`config.mk`:
```
export PLATFORM = sky130hd
export DESIGN_NAME = multicycle_ctrl
export DESIGN_NICKNAME = d
export VERILOG_FILES = /design/src/rtl/multicycle_ctrl.sv
export SDC_FILE = /design/constraint.sdc
export NUM_CORES = 1
export LEC_CHECK = 0
export ABC_AREA = 1
export BUFFER_PORTS_ARGS = -buffer_cell sky130_fd_sc_hd__buf_2
export CAP_MARGIN = 20
export CORE_MARGIN = 2
export CORE_UTILIZATION = 40
export CTS_CLUSTER_SIZE = 40
export DETAILED_ROUTE_END_ITERATION = 8
export PLACE_DENSITY = 0.73
export SYNTH_ARGS = -nofsm -noshare
export SYNTH_HDL_FRONTEND = slang
export SYNTH_SLANG_ARGS = --single-unit
```
`constraint.sdc`:
```
create_clock -name clk_i -period 1.7 [get_ports clk_i]
set_clock_uncertainty 0.15 [all_clocks]
set_input_delay 0.085 -clock clk_i [delete_from_list [all_inputs] [get_ports clk_i]]
set_output_delay 0.085 -clock clk_i [all_outputs]
set_load 0.01 [all_outputs]
```
`src/rtl/multicycle_ctrl.sv`:
```
// Main control FSM for the multicycle RV32I core: sequences fetch, decode,
// execute, memory and writeback, and drives the multicycle datapath enables.
module multicycle_ctrl #(
  parameter bit EN_JALR  = 1'b1,
  parameter bit EN_UPPER = 1'b1,
  parameter bit MEM_WAIT = 1'b1
) (
  input  logic       clk_i,
  input  logic       rst_i,
  input  logic [6:0] op_i,
  input  logic       mem_ready_i,
  output logic       mem_req_o,
  output logic       adrsrc_o,
  output logic       memwrite_o,
  output logic       irwrite_o,
  output logic       pcupdate_o,
  output logic       branch_o,
  output logic       regwrite_o,
  output logic [1:0] resultsrc_o,
  output logic [1:0] alusrca_o,
  output logic [1:0] alusrcb_o,
  output logic [1:0] aluop_o,
  output logic [2:0] immsrc_o,
  output logic       illegal_o,
  output logic [3:0] state_o
);

  typedef enum logic [3:0] {
    S_FETCH    = 4'd0,
    S_DECODE   = 4'd1,
    S_MEMADR   = 4'd2,
    S_MEMREAD  = 4'd3,
    S_MEMWB    = 4'd4,
    S_MEMWRITE = 4'd5,
    S_EXECUTER = 4'd6,
    S_EXECUTEI = 4'd7,
    S_ALUWB    = 4'd8,
    S_BEQ      = 4'd9,
    S_JAL      = 4'd10,
    S_JALR     = 4'd11,
    S_UPPER    = 4'd12,
    S_ILLEGAL  = 4'd15
  } state_e;

  state_e state_q, state_d, out_state;
  logic   ready;

  assign ready   = MEM_WAIT ? mem_ready_i : 1'b1;
  assign state_o = state_q;

  always_comb begin
    state_d = state_q;
    unique case (state_q)
      S_FETCH:    if (ready) state_d = S_DECODE;
      S_DECODE: begin
        case (op_i)
          7'b0000011, 7'b0100011: state_d = S_MEMADR;
          7'b0110011:             state_d = S_EXECUTER;
          7'b0010011:             state_d = S_EXECUTEI;
          7'b1100011:             state_d = S_BEQ;
          7'b1101111:             state_d = S_JAL;
          7'b1100111:             state_d = EN_JALR ? S_JALR : S_ILLEGAL;
          7'b0110111, 7'b0010111: state_d = EN_UPPER ? S_UPPER : S_ILLEGAL;
          default:                state_d = S_ILLEGAL;
        endcase
      end
      S_MEMADR:   state_d = op_i[5] ? S_MEMWRITE : S_MEMREAD;
      S_MEMREAD:  if (ready) state_d = S_MEMWB;
      S_MEMWRITE: if (ready) state_d = S_FETCH;
      S_MEMWB, S_ALUWB, S_BEQ:            state_d = S_FETCH;
      S_EXECUTER, S_EXECUTEI, S_UPPER:    state_d = S_ALUWB;
      S_JAL:      state_d = S_ALUWB;
      S_JALR:     state_d = S_JAL;
      S_ILLEGAL:  state_d = S_ILLEGAL;
      default:    state_d = S_FETCH;
    endcase
  end

  always_ff @(posedge clk_i) begin
    if (rst_i) state_q <= S_FETCH;
    else       state_q <= state_d;
  end

  always_comb begin
    immsrc_o = 3'b000;
    case (op_i)
      7'b0100011:             immsrc_o = 3'b001;
      7'b1100011:             immsrc_o = 3'b010;
      7'b1101111:             immsrc_o = 3'b011;
      7'b0110111, 7'b0010111: immsrc_o = 3'b100;
      default:                immsrc_o = 3'b000;
    endcase
  end

  // Outputs decode combinationally so reset and the ready cycle act within
  // the same clock: reset aborts an access immediately, FETCH loads on ready.
  assign out_state = rst_i ? S_FETCH : state_q;

  always_comb begin
    mem_req_o   = 1'b0;
    adrsrc_o    = 1'b0;
    memwrite_o  = 1'b0;
    irwrite_o   = 1'b0;
    pcupdate_o  = 1'b0;
    branch_o    = 1'b0;
    regwrite_o  = 1'b0;
    resultsrc_o = 2'b00;
    alusrca_o   = 2'b00;
    alusrcb_o   = 2'b00;
    aluop_o     = 2'b00;
    illegal_o   = 1'b0;
    case (out_state)
      S_FETCH: begin
        mem_req_o   = 1'b1;
        alusrcb_o   = 2'b10;
        resultsrc_o = 2'b10;
        irwrite_o   = ready;
        pcupdate_o  = ready;
      end
      S_DECODE: begin
        alusrca_o = 2'b01;
        alusrcb_o = 2'b01;
      end
      S_MEMADR, S_JALR: begin
        alusrca_o = 2'b10;
        alusrcb_o = 2'b01;
      end
      S_MEMREAD: begin
        mem_req_o = 1'b1;
        adrsrc_o  = 1'b1;
      end
      S_MEMWB: begin
        resultsrc_o = 2'b01;
        regwrite_o  = 1'b1;
      end
      S_MEMWRITE: begin
        mem_req_o  = 1'b1;
        adrsrc_o   = 1'b1;
        memwrite_o = 1'b1;
      end
      S_EXECUTER: begin
        alusrca_o = 2'b10;
        aluop_o   = 2'b10;
      end
      S_EXECUTEI: begin
        alusrca_o = 2'b10;
        alusrcb_o = 2'b01;
        aluop_o   = 2'b10;
      end
      S_ALUWB:    regwrite_o = 1'b1;
      S_BEQ: begin
        alusrca_o = 2'b10;
        aluop_o   = 2'b01;
        branch_o  = 1'b1;
      end
      S_JAL: begin
        alusrca_o  = 2'b01;
        alusrcb_o  = 2'b10;
        pcupdate_o = 1'b1;
      end
      S_UPPER: begin
        alusrca_o = op_i[5] ? 2'b11 : 2'b01;
        alusrcb_o = 2'b01;
      end
      S_ILLEGAL:  illegal_o = 1'b1;
      default: ;
    endcase
    if (rst_i) begin
      mem_req_o  = 1'b0;
      memwrite_o = 1'b0;
      irwrite_o  = 1'b0;
      pcupdate_o = 1'b0;
      regwrite_o = 1'b0;
    end
  end

endmodule

```
==> summary.txt, run 1 <==
status: complete, no violations
Least-Margin Pin Slew: 0.240 ns
Pleak: 0.000537 µW
initial antenna violation count: 0
required time of the critical path: 1.46 ns
Synth top area share: 24.2%
# DRC: 0
Final Hold Viols: 0
CTS tree: yes
grt ovf: 0
Ports: 33
Hold Crit Class: in -> reg
final core utilization: 61.0%
final instance area: 920 µm²
CP peak stage delay: 0.39 ns
vias in the first global route: 738
min Tclk post-route: 1.60 ns
post-synthesis area per instance: 5.00 µm²
routed len/inst: 10.6 µm
post-synth net total: 137
final setup TNS: 0 ns
max FFs per register: 4
peak supply drop: 0.000961 V
pin count of the biggest net entering global routing: 12
DPL Wire Length: 1.44 mm
Port Buffers: 32
Pins Over Slew Limit: 0
H-tree Lvls: 1
ratio of cells with drive above 1 in the final layout: 36.6%
die height: 43.9 µm
max-cap violation count: 0
count of nets after finishing: 176
GR Util met2: 31.5%
crit path kind: reg -> out
worst setup margin: 0.0963 ns
pwr dens: 1340 nW/µm²
Clock Sinks: 4
DR vias/cell: 4.99
GP Congestion: 0.989
clock group share of total power: 9.6%
max_slew headroom: 83.9%
Post-DP Area: 811 µm²
total global-route track usage: 21.1%
EDFF count, synth: 0
first-pass GRT wire length: 3.09 mm
Clock Tree Buf Depth: 2
routed wire length: 1.91 mm
Post-DRT Antenna Nets: 0
synthesized flop and latch total: 4
global-route track usage on met3: 6.25%
Ant. Diodes: 0
clock latency on the worst-skew pair: 0.24 ns
met1 usage: 28.2%
Mapped Area: 636 µm²
final setup fails: 0
synth warn: 0
clk slew on worst S/H paths: 0.04 ns
Net Switching: 675 µW
Comb power frac: 70.7%
asr flop ratio synth: 0%
Pint: 559 µW
gr busiest metal: met2
register area share after synthesis: 12.6%
Crit-path slowest cell: dfxtp_4
Initial Utilization: 42.2%
FP Rows: 14
Die W: 43.9 µm
Area contributors post-synth: nand2_1 24%, inv_1 14%, dfxtp_1 13%, nor2_1 12%, nand3_1 5.5%
synth unique cells: 20
DR pass1 iterations: 4
maximum clock rate: 0.624 GHz
sequential share of power: 19.6%
pre-CTS setup slack: 0.0531 ns
Area Overhead vs Synth: 44.7%
top cells by count, synth: 41 x nand2_1, 24 x inv_1, 20 x nor2_1, 7 x nand3_1, 6 x a21oi_1
Crit Path Max Fanout: 6
Cells after Synth: 127
RSZ-0062 raised after global routing: yes
drt first-iter violations: 37
Clock Tree Root: clkbuf_4
period utilization: 94.3%
crit-path cells: nor2_4 > buf_4 > nor2_1 > nand3_1 > o211ai_1 > buf_2
Worst Setup End Kind: output pin
die area: 1920 µm²
cell taking the most area after synthesis: nand2_1
Critical Path AT: 1.37 ns
CP Launch Type: flip-flop
switching share of power: 54.7%
Vias: 898
CTS Buf Count: 3
Main synth FF type: dfxtp_1
count leader, synth: nand2_1
core area: 1510 µm²
## path summary, 6_finish.rpt
path	start	to	slack [ns]	depth (start not counted)
max	state_o[2]	alusrca_o[1]	0.1	6
min	op_i[5]	state_o[1]	0.12	6
max reg2reg	state_o[1]	state_o[1]	0.19	5
min reg2reg	state_o[2]	state_o[2]	0.39	2
## cells in the final DEF (no fill, tap or decap)
master	count
o21ai_1	2
nor2_2	3
dfxtp_4	4
nor4_4	1
o211ai_1	2
a21oi_1	6
nor3_2	2
nand3_1	6
o22ai_1	2
nor3_1	4
o31ai_1	1
nand3_2	1
buf_4	2
dlygate4sd3_1	2
inv_2	6
nand2_1	41
o21ai_0	2
and2_1	1
buf_2	32
clkbuf_4	3
inv_1	19
nor2_1	16
nor2_4	6
## timing repair
item | 4_1_cts | 5_1_grt
hold endpoints to repair | 2 | 0
cloned | 0 | 0
pin swaps | 0 | 3
endpoints found under the setup margin | 5 | 6
resized for setup | 8 | 16
buffers inserted | 0 | 1
hold buffers | 2 | 0
## cells by family (layout without fill, tap and decap cells)
family | Yosys count | in the layout | synth area share, %
flops | 4 | 4 | 12.6
buf+inv | 27 | 64 | 16.7
simple gates | 81 | 81 | 57.3
compound gates | 15 | 15 | 13.4
## metrics by stage
stage / power [µW] / hold WS, ns / cells
after global placement: 971 / 0.237 / 174
final: 1230 / 0.119 / 180
after CTS: 1140 / 0.118 / 179
after global routing: 1360 / 0.131 / 180
after floorplan: 736 / 0.0632 / 127
after detailed placement: 964 / 0.240 / 174
## routing by layer
metal | vias up | wire (µm)
li1 | 473 | -
met1 | 376 | 862
met2 | 44 | 851
met3 | 5 | 174
met4 | 0 | 18
met5 | - | 0
## area by class of cell
type	instances	area (µm²)
fill	147	587
multi-input combinational	96	493
timing repair buffer	36	195
tap	16	20.0
inverter	25	93.8
sequential	4	95.1
clock buffer	3	22.5
## power groups by stage
stage	combinational [µW]	sequential, µW	clock, µW
floorplan	539	196	0
global placement	778	192	0
detailed placement	771	192	0
CTS	811	208	122
global route	973	251	134
finish	873	242	119
## critical path, delay by kind of cell (launching register included)
family,cells,cell delay (ns)
AOI/OAI and AO/OA,1,0.12
and+or+nand+nor,3,0.32
DFF,1,0.39
buffers and inverters,2,0.30
Power figures use the tool's default switching activity.
==> inputs of run 2 (changes only) <==
Settings changed: ABC_AREA 1 to unset, PLACE_DENSITY 0.73 to 0.7, TNS_END_PERCENT set to 50.
==> summary.txt, run 2 <==
status: complete, no violations
worst setup margin: 0.0323 ns (-0.0640 ns)
maximum clock rate: 0.600 GHz (-3.8%)
post-synth net total: 122 (-11%)
Synth top area share: 10.8% (-13 points)
most frequent cells in the layout: 32 x buf_2, 13 x nor2_1, 11 x nand2_1
peak supply drop: 0.000557 V (-42%)
Critical Path AT: 1.43 ns (+0.06 ns)
crit path kind: reg -> out
H-tree Lvls: 1 (unchanged)
RSZ-0062 raised after global routing: yes
Vias: 929 (+3.5%)
max FFs per register: 4 (unchanged)
period utilization: 98.1% (+3.8 points)
Port Buffers: 32 (unchanged)
Main synth FF type: dfxtp_1
drt first-iter violations: 24 (-35%)
final instance area: 1000 µm² (+9.0%)
cell taking the most area after synthesis: dfxtp_1
max_slew headroom: 78.2% (-5.8 points)
worst hold slack: 0.0787 ns (-0.0403 ns)
post-synthesis area per instance: 6.65 µm² (+33%)
synth unique cells: 39 (+95%)
first-pass GRT wire length: 3.22 mm (+4.0%)
core area: 1750 µm² (+16%)
DR vias/cell: 5.46 (+9.5%)
max-cap violation count: 0 (unchanged)
total global-route track usage: 20.1% (-0.96 points)
pin count of the biggest net entering global routing: 19 (+7)
Area Overhead vs Synth: 34.6%
vias in the first global route: 721 (-2.3%)
switching share of power: 49.1% (-5.6 points)
Post-DP Area: 922 µm² (+14%)
FP Rows: 15 (+1)
final setup fails: 0 (unchanged)
Final Hold Viols: 0 (unchanged)
count of nets after finishing: 157 (-11%)
top cells by count, synth: 15 x nor2_1, 11 x nand2_1, 10 x a21oi_1, 7 x buf_2, 6 x nor4_1
initial antenna violation count: 0 (unchanged)
Layout fillers: 172 (+17%)
required time of the critical path: 1.46 ns (about the same)
Hold Crit Class: in -> reg
Least-Margin Pin Slew: 0.324 ns (+0.0833 ns)
Mapped Area: 744 µm² (+17%)
Pleak: 0.000448 µW (-17%)
Post-DRT Antenna Nets: 0 (unchanged)
clock group share of total power: 8.7% (-0.9 points)
die area: 2220 µm² (+16%)
routed len/inst: 12.8 µm (+21%)
Area contributors post-synth: dfxtp_1 11%, nor2_1 7.6%, a21oi_1 6.7%, buf_6 6.1%, nand2_1 5.5%
Ports: 33 (unchanged)
synthesized flop and latch total: 4 (unchanged)
DPL Wire Length: 1.53 mm (+6.2%)
Die W: 47.1 µm (+7.5%)
asr flop ratio synth: 0% (unchanged)
GP Congestion: 0.834 (-16%)
synth warn: 0 (unchanged)
ratio of cells with drive above 1 in the final layout: 41.4% (+4.8 points)
sequential share of power: 17.0% (-2.6 points)
Comb power frac: 74.3% (+3.6 points)
Crit Path Max Fanout: 13 (+7)
clk slew on worst S/H paths: 0.04 ns (about the same)
clock latency on the worst-skew pair: 0.24 ns (about the same)
count leader, synth: nor2_1
min Tclk post-route: 1.67 ns (+0.0640 ns)
most common cell after layout, fill and taps aside: buf_2
Clock Sinks: 4 (unchanged)
Pins Over Slew Limit: 0 (unchanged)
Cells after Synth: 112 (-12%)
CTS tree: yes
Worst Setup End Kind: output pin
die height: 47.1 µm (+7.5%)
pre-CTS setup slack: 0.0811 ns (+0.0280 ns)
final setup TNS: 0 ns (unchanged)
EDFF count, synth: 0 (unchanged)
routed wire length: 2.17 mm (+14%)
Pint: 711 µW (+27%)
CP Launch Type: flip-flop
cts hold-fix bufs: 0 (-2)
Net Switching: 686 µW (+1.6%)
Clock Tree Buf Depth: 2 (unchanged)
pwr dens: 1390 nW/µm² (+3.9%)
grt ovf: 0 (unchanged)
CTS Buf Count: 3 (unchanged)
# DRC: 0 (unchanged)
Initial Utilization: 42.7% (+0.46 points)
Ant. Diodes: 0 (unchanged)
DR pass1 iterations: 4 (unchanged)
Clock Tree Root: clkbuf_4
register area share after synthesis: 10.8% (-1.8 points)
[run 2: what timing repair did]
action                                 in CTS  in global routing
endpoints found under the hold margin       0                  0
buffers inserted                            0                  2
pin swaps                                   0                  3
gates resized for setup                     5                 10
setup endpoints to repair                   7                  6
[run 2: per-layer routing]
| metal | track usage [%] | part of all wire, % | vias up |
|---|---|---|---|
| met5 | 0 | 0 | - |
| met4 | 6.11 | 0.64 | 0 |
| met3 | 4.62 | 5.0 | 2 |
| met2 | 29.6 | 47 | 29 |
| met1 | 29.1 | 47 | 422 |
| li1 | - | - | 476 |
[run 2: power by group through the flow]
stage / clock, µW / sequential [µW] / combinational (µW)
after global placement: 0 / 214 / 932
after detailed placement: 0 / 217 / 947
final: 122 / 238 / 1040
after global routing: 142 / 246 / 1140
after floorplan: 0 / 176 / 710
after CTS: 122 / 227 / 959
[run 2: worst max-delay path: stages (launching register included)]
cell and delay [ns]:
dfxtp_4 0.38, buf_6 0.16, or3_1 0.35, a21oi_1 0.14, buf_2 0.15
[run 2: path summary, 6_finish.rpt]
check | cells after the start | startpoint | slack (ns) | end
min | 4 | mem_ready_i | 0.08 | state_o[0]
max reg2reg | 5 | state_o[2] | 0.18 | state_o[0]
min reg2reg | 2 | state_o[1] | 0.43 | state_o[3]
max | 4 | state_o[3] | 0.03 | alusrca_o[1]
[run 2: logic make-up after synthesis]
logic type,Yosys count,share of synthesized area (%)
xor gates and xnor gates,5,5.88
AOI/OAI and AO/OA,30,25.0
muxes,1,1.51
buffers and inverters,15,13.3
DFF,4,10.8
and+or+nand+nor,57,43.5
[run 2: stage by stage]
stage / std cells / utilization [%] / total power [µW]
detailed placement: 165 / 52.8 / 1160
global route: 170 / 57.4 / 1530
global placement: 165 / 52.8 / 1150
floorplan: 112 / - / 885
CTS: 168 / 54.6 / 1310
finish: 170 / 57.4 / 1400
[run 2: final cells by class]
class	count	area, µm²	area share, %
Tap cell	25	31.3	3.12
Clock buffer	3	22.5	2.25
Timing Repair Buffer	44	258	25.7
Sequential cell	4	92.6	9.24
Inverter	1	3.75	0.375
Multi-Input combinational cell	93	594	59.3
==> inputs of run 3 (changes only) <==
Settings changed: ABC_AREA set to 0, CAP_MARGIN 20 to unset, REMOVE_ABC_BUFFERS set to 1.
==> summary.txt, run 3 (same netlist as run 2, synthesis figures left out) <==
CTS Buf Count: 3 (unchanged)
H-tree Lvls: 1 (unchanged)
die area: 2220 µm² (unchanged)
Clock Tree Buf Depth: 2 (unchanged)
switching share of power: 51.0% (+1.9 points)
Initial Utilization: 42.7% (unchanged)
GP Congestion: 0.811 (-2.8%)
r2r startpoint: state_o[2]
Crit-path slowest cell: dfxtp_4
drt first-iter violations: 20 (-17%)
sequential share of power: 17.8% (+0.8 points)
Die W: 47.1 µm (unchanged)
Comb power frac: 73.0% (-1.3 points)
clock group share of total power: 9.2% (+0.5 points)
required time of the critical path: 1.46 ns (about the same)
Least-Margin Pin Slew: 0.467 ns (+0.143 ns)
first-pass GRT wire length: 3.37 mm (+4.9%)
Worst Setup End Kind: output pin
initial antenna violation count: 0 (unchanged)
pin count of the biggest net entering global routing: 19 (unchanged)
Ports: 33 (unchanged)
Hold Crit Class: in -> reg
Crit Path Max Fanout: 12 (-1)
most common cell after layout, fill and taps aside: buf_2
Net Switching: 683 µW (-0.35%)
min Tclk post-route: 1.66 ns (-0.00326 ns)
final core utilization: 54.9% (-2.5 points)
Clock Tree Root: clkbuf_4
ratio of cells with drive above 1 in the final layout: 38.3% (-3.1 points)
vias in the first global route: 802 (+11%)
Critical Path Source: state_o[3]
FP Rows: 15 (unchanged)
clk slew on worst S/H paths: 0.04 ns (about the same)
# DRC: 0 (unchanged)
most frequent cells in the layout: 32 x buf_2, 14 x nor2_1, 11 x nand2_1
peak supply drop: 0.000549 V (-1.4%)
Pint: 656 µW (-7.7%)
die height: 47.1 µm (unchanged)
Pins Over Slew Limit: 0 (unchanged)
DR vias/cell: 5.75 (+5.3%)
Ant. Diodes: 0 (unchanged)
count of nets after finishing: 153 (-2.5%)
crit-path cells: nor2_1 > a21oi_1 > nor4_1 > buf_2
worst setup margin: 0.0355 ns (+0.00326 ns)
clock latency on the worst-skew pair: 0.24 ns (about the same)
RSZ-0062 raised after global routing: yes
Vias: 955 (+2.8%)
final setup fails: 0 (unchanged)
Pleak: 0.000426 µW (-4.9%)
Post-DRT Antenna Nets: 0 (unchanged)
maximum clock rate: 0.601 GHz (+0.20%)
DPL Wire Length: 1.66 mm (+8.7%)
Clock Sinks: 4 (unchanged)
Area Overhead vs Synth: 28.7%
core area: 1750 µm² (unchanged)
period utilization: 97.9% (-0.19 points)
Critical Path AT: 1.43 ns (about the same)
Final Hold Viols: 0 (unchanged)
grt ovf: 0 (unchanged)
CP Launch Type: flip-flop
CTS tree: yes
DR pass1 iterations: 5 (+1)
routed wire length: 2.19 mm (+1.0%)
final setup TNS: 0 ns (unchanged)
routed len/inst: 13.2 µm (+3.4%)
total global-route track usage: 20.6% (+0.50 points)
worst hold slack: 0.0815 ns (+0.00284 ns)
max FFs per register: 4 (unchanged)
Port Buffers: 32 (unchanged)
pre-CTS setup slack: 0.0980 ns (+0.0169 ns)
status: complete, no violations
max_slew headroom: 68.5% (-9.7 points)
CP peak stage delay: 0.37 ns (about the same)
pwr dens: 1400 nW/µm² (+0.29%)
crit path kind: reg -> out
Worst Min Path Start: mem_ready_i
max-cap violation count: 0 (unchanged)
[run 3: stage by stage]
step,total power [µW],cell area [µm²],cells
after global placement,1120,901,163
after CTS,1290,932,166
after floorplan,783,649,98
after global routing,1450,958,166
after detailed placement,1140,901,163
final,1340,958,166
[run 3: per-layer routing]
layer / share of wire, % / GRT usage (%) / up-vias
met2: 50 / 39.5 / 40
li1: - / - / 468
met1: 43 / 24.9 / 443
met3: 6.0 / 1.15 / 4
met5: 0 / 0 / -
met4: 1.2 / 5.00 / 0
[run 3: final timing paths]
| check | endpoint | slack, ns | cells past startpoint |
|---|---|---|---|
| hold reg to reg | state_o[2] | 0.40 | 2 |
| setup / recovery | pcupdate_o | 0.04 | 4 |
| setup reg to reg | state_o[0] | 0.18 | 4 |
| hold / removal | state_o[2] | 0.08 | 4 |
[run 3: critical path: cells and delay by family, from the launching register on]
kind	cells	cell delay [ns]
and+or+nand+nor	2	0.51
AOI/OAI and AO/OA	1	0.13
DFF	1	0.37
buffers and inverters	1	0.18
[run 3: final cells by class]
class,instances,area (µm²)
Fill cell,186,787
Multi-Input combinational cell,93,586
Timing Repair Buffer,40,224
Sequential cell,4,91.3
Tap cell,25,31.3
Clock buffer,3,22.5
Inverter,1,3.75
[run 3: power by group through the flow]
stage / sequential [µW] / clock [µW] / combinational, µW
3_3_place_gp: 204 / 0 / 915
5_1_grt: 247 / 127 / 1070
4_1_cts: 219 / 122 / 945
2_1_floorplan: 286 / 0 / 497
6_report: 238 / 123 / 978
3_5_place_dp: 211 / 0 / 933
[run 3: what timing repair did]
| item | 4_1_cts | 5_1_grt |
|---|---|---|
| resized for setup | 5 | 7 |
| endpoints found under the setup margin | 7 | 5 |
| buffers inserted | 0 | 0 |
| hold buffers | 0 | 0 |
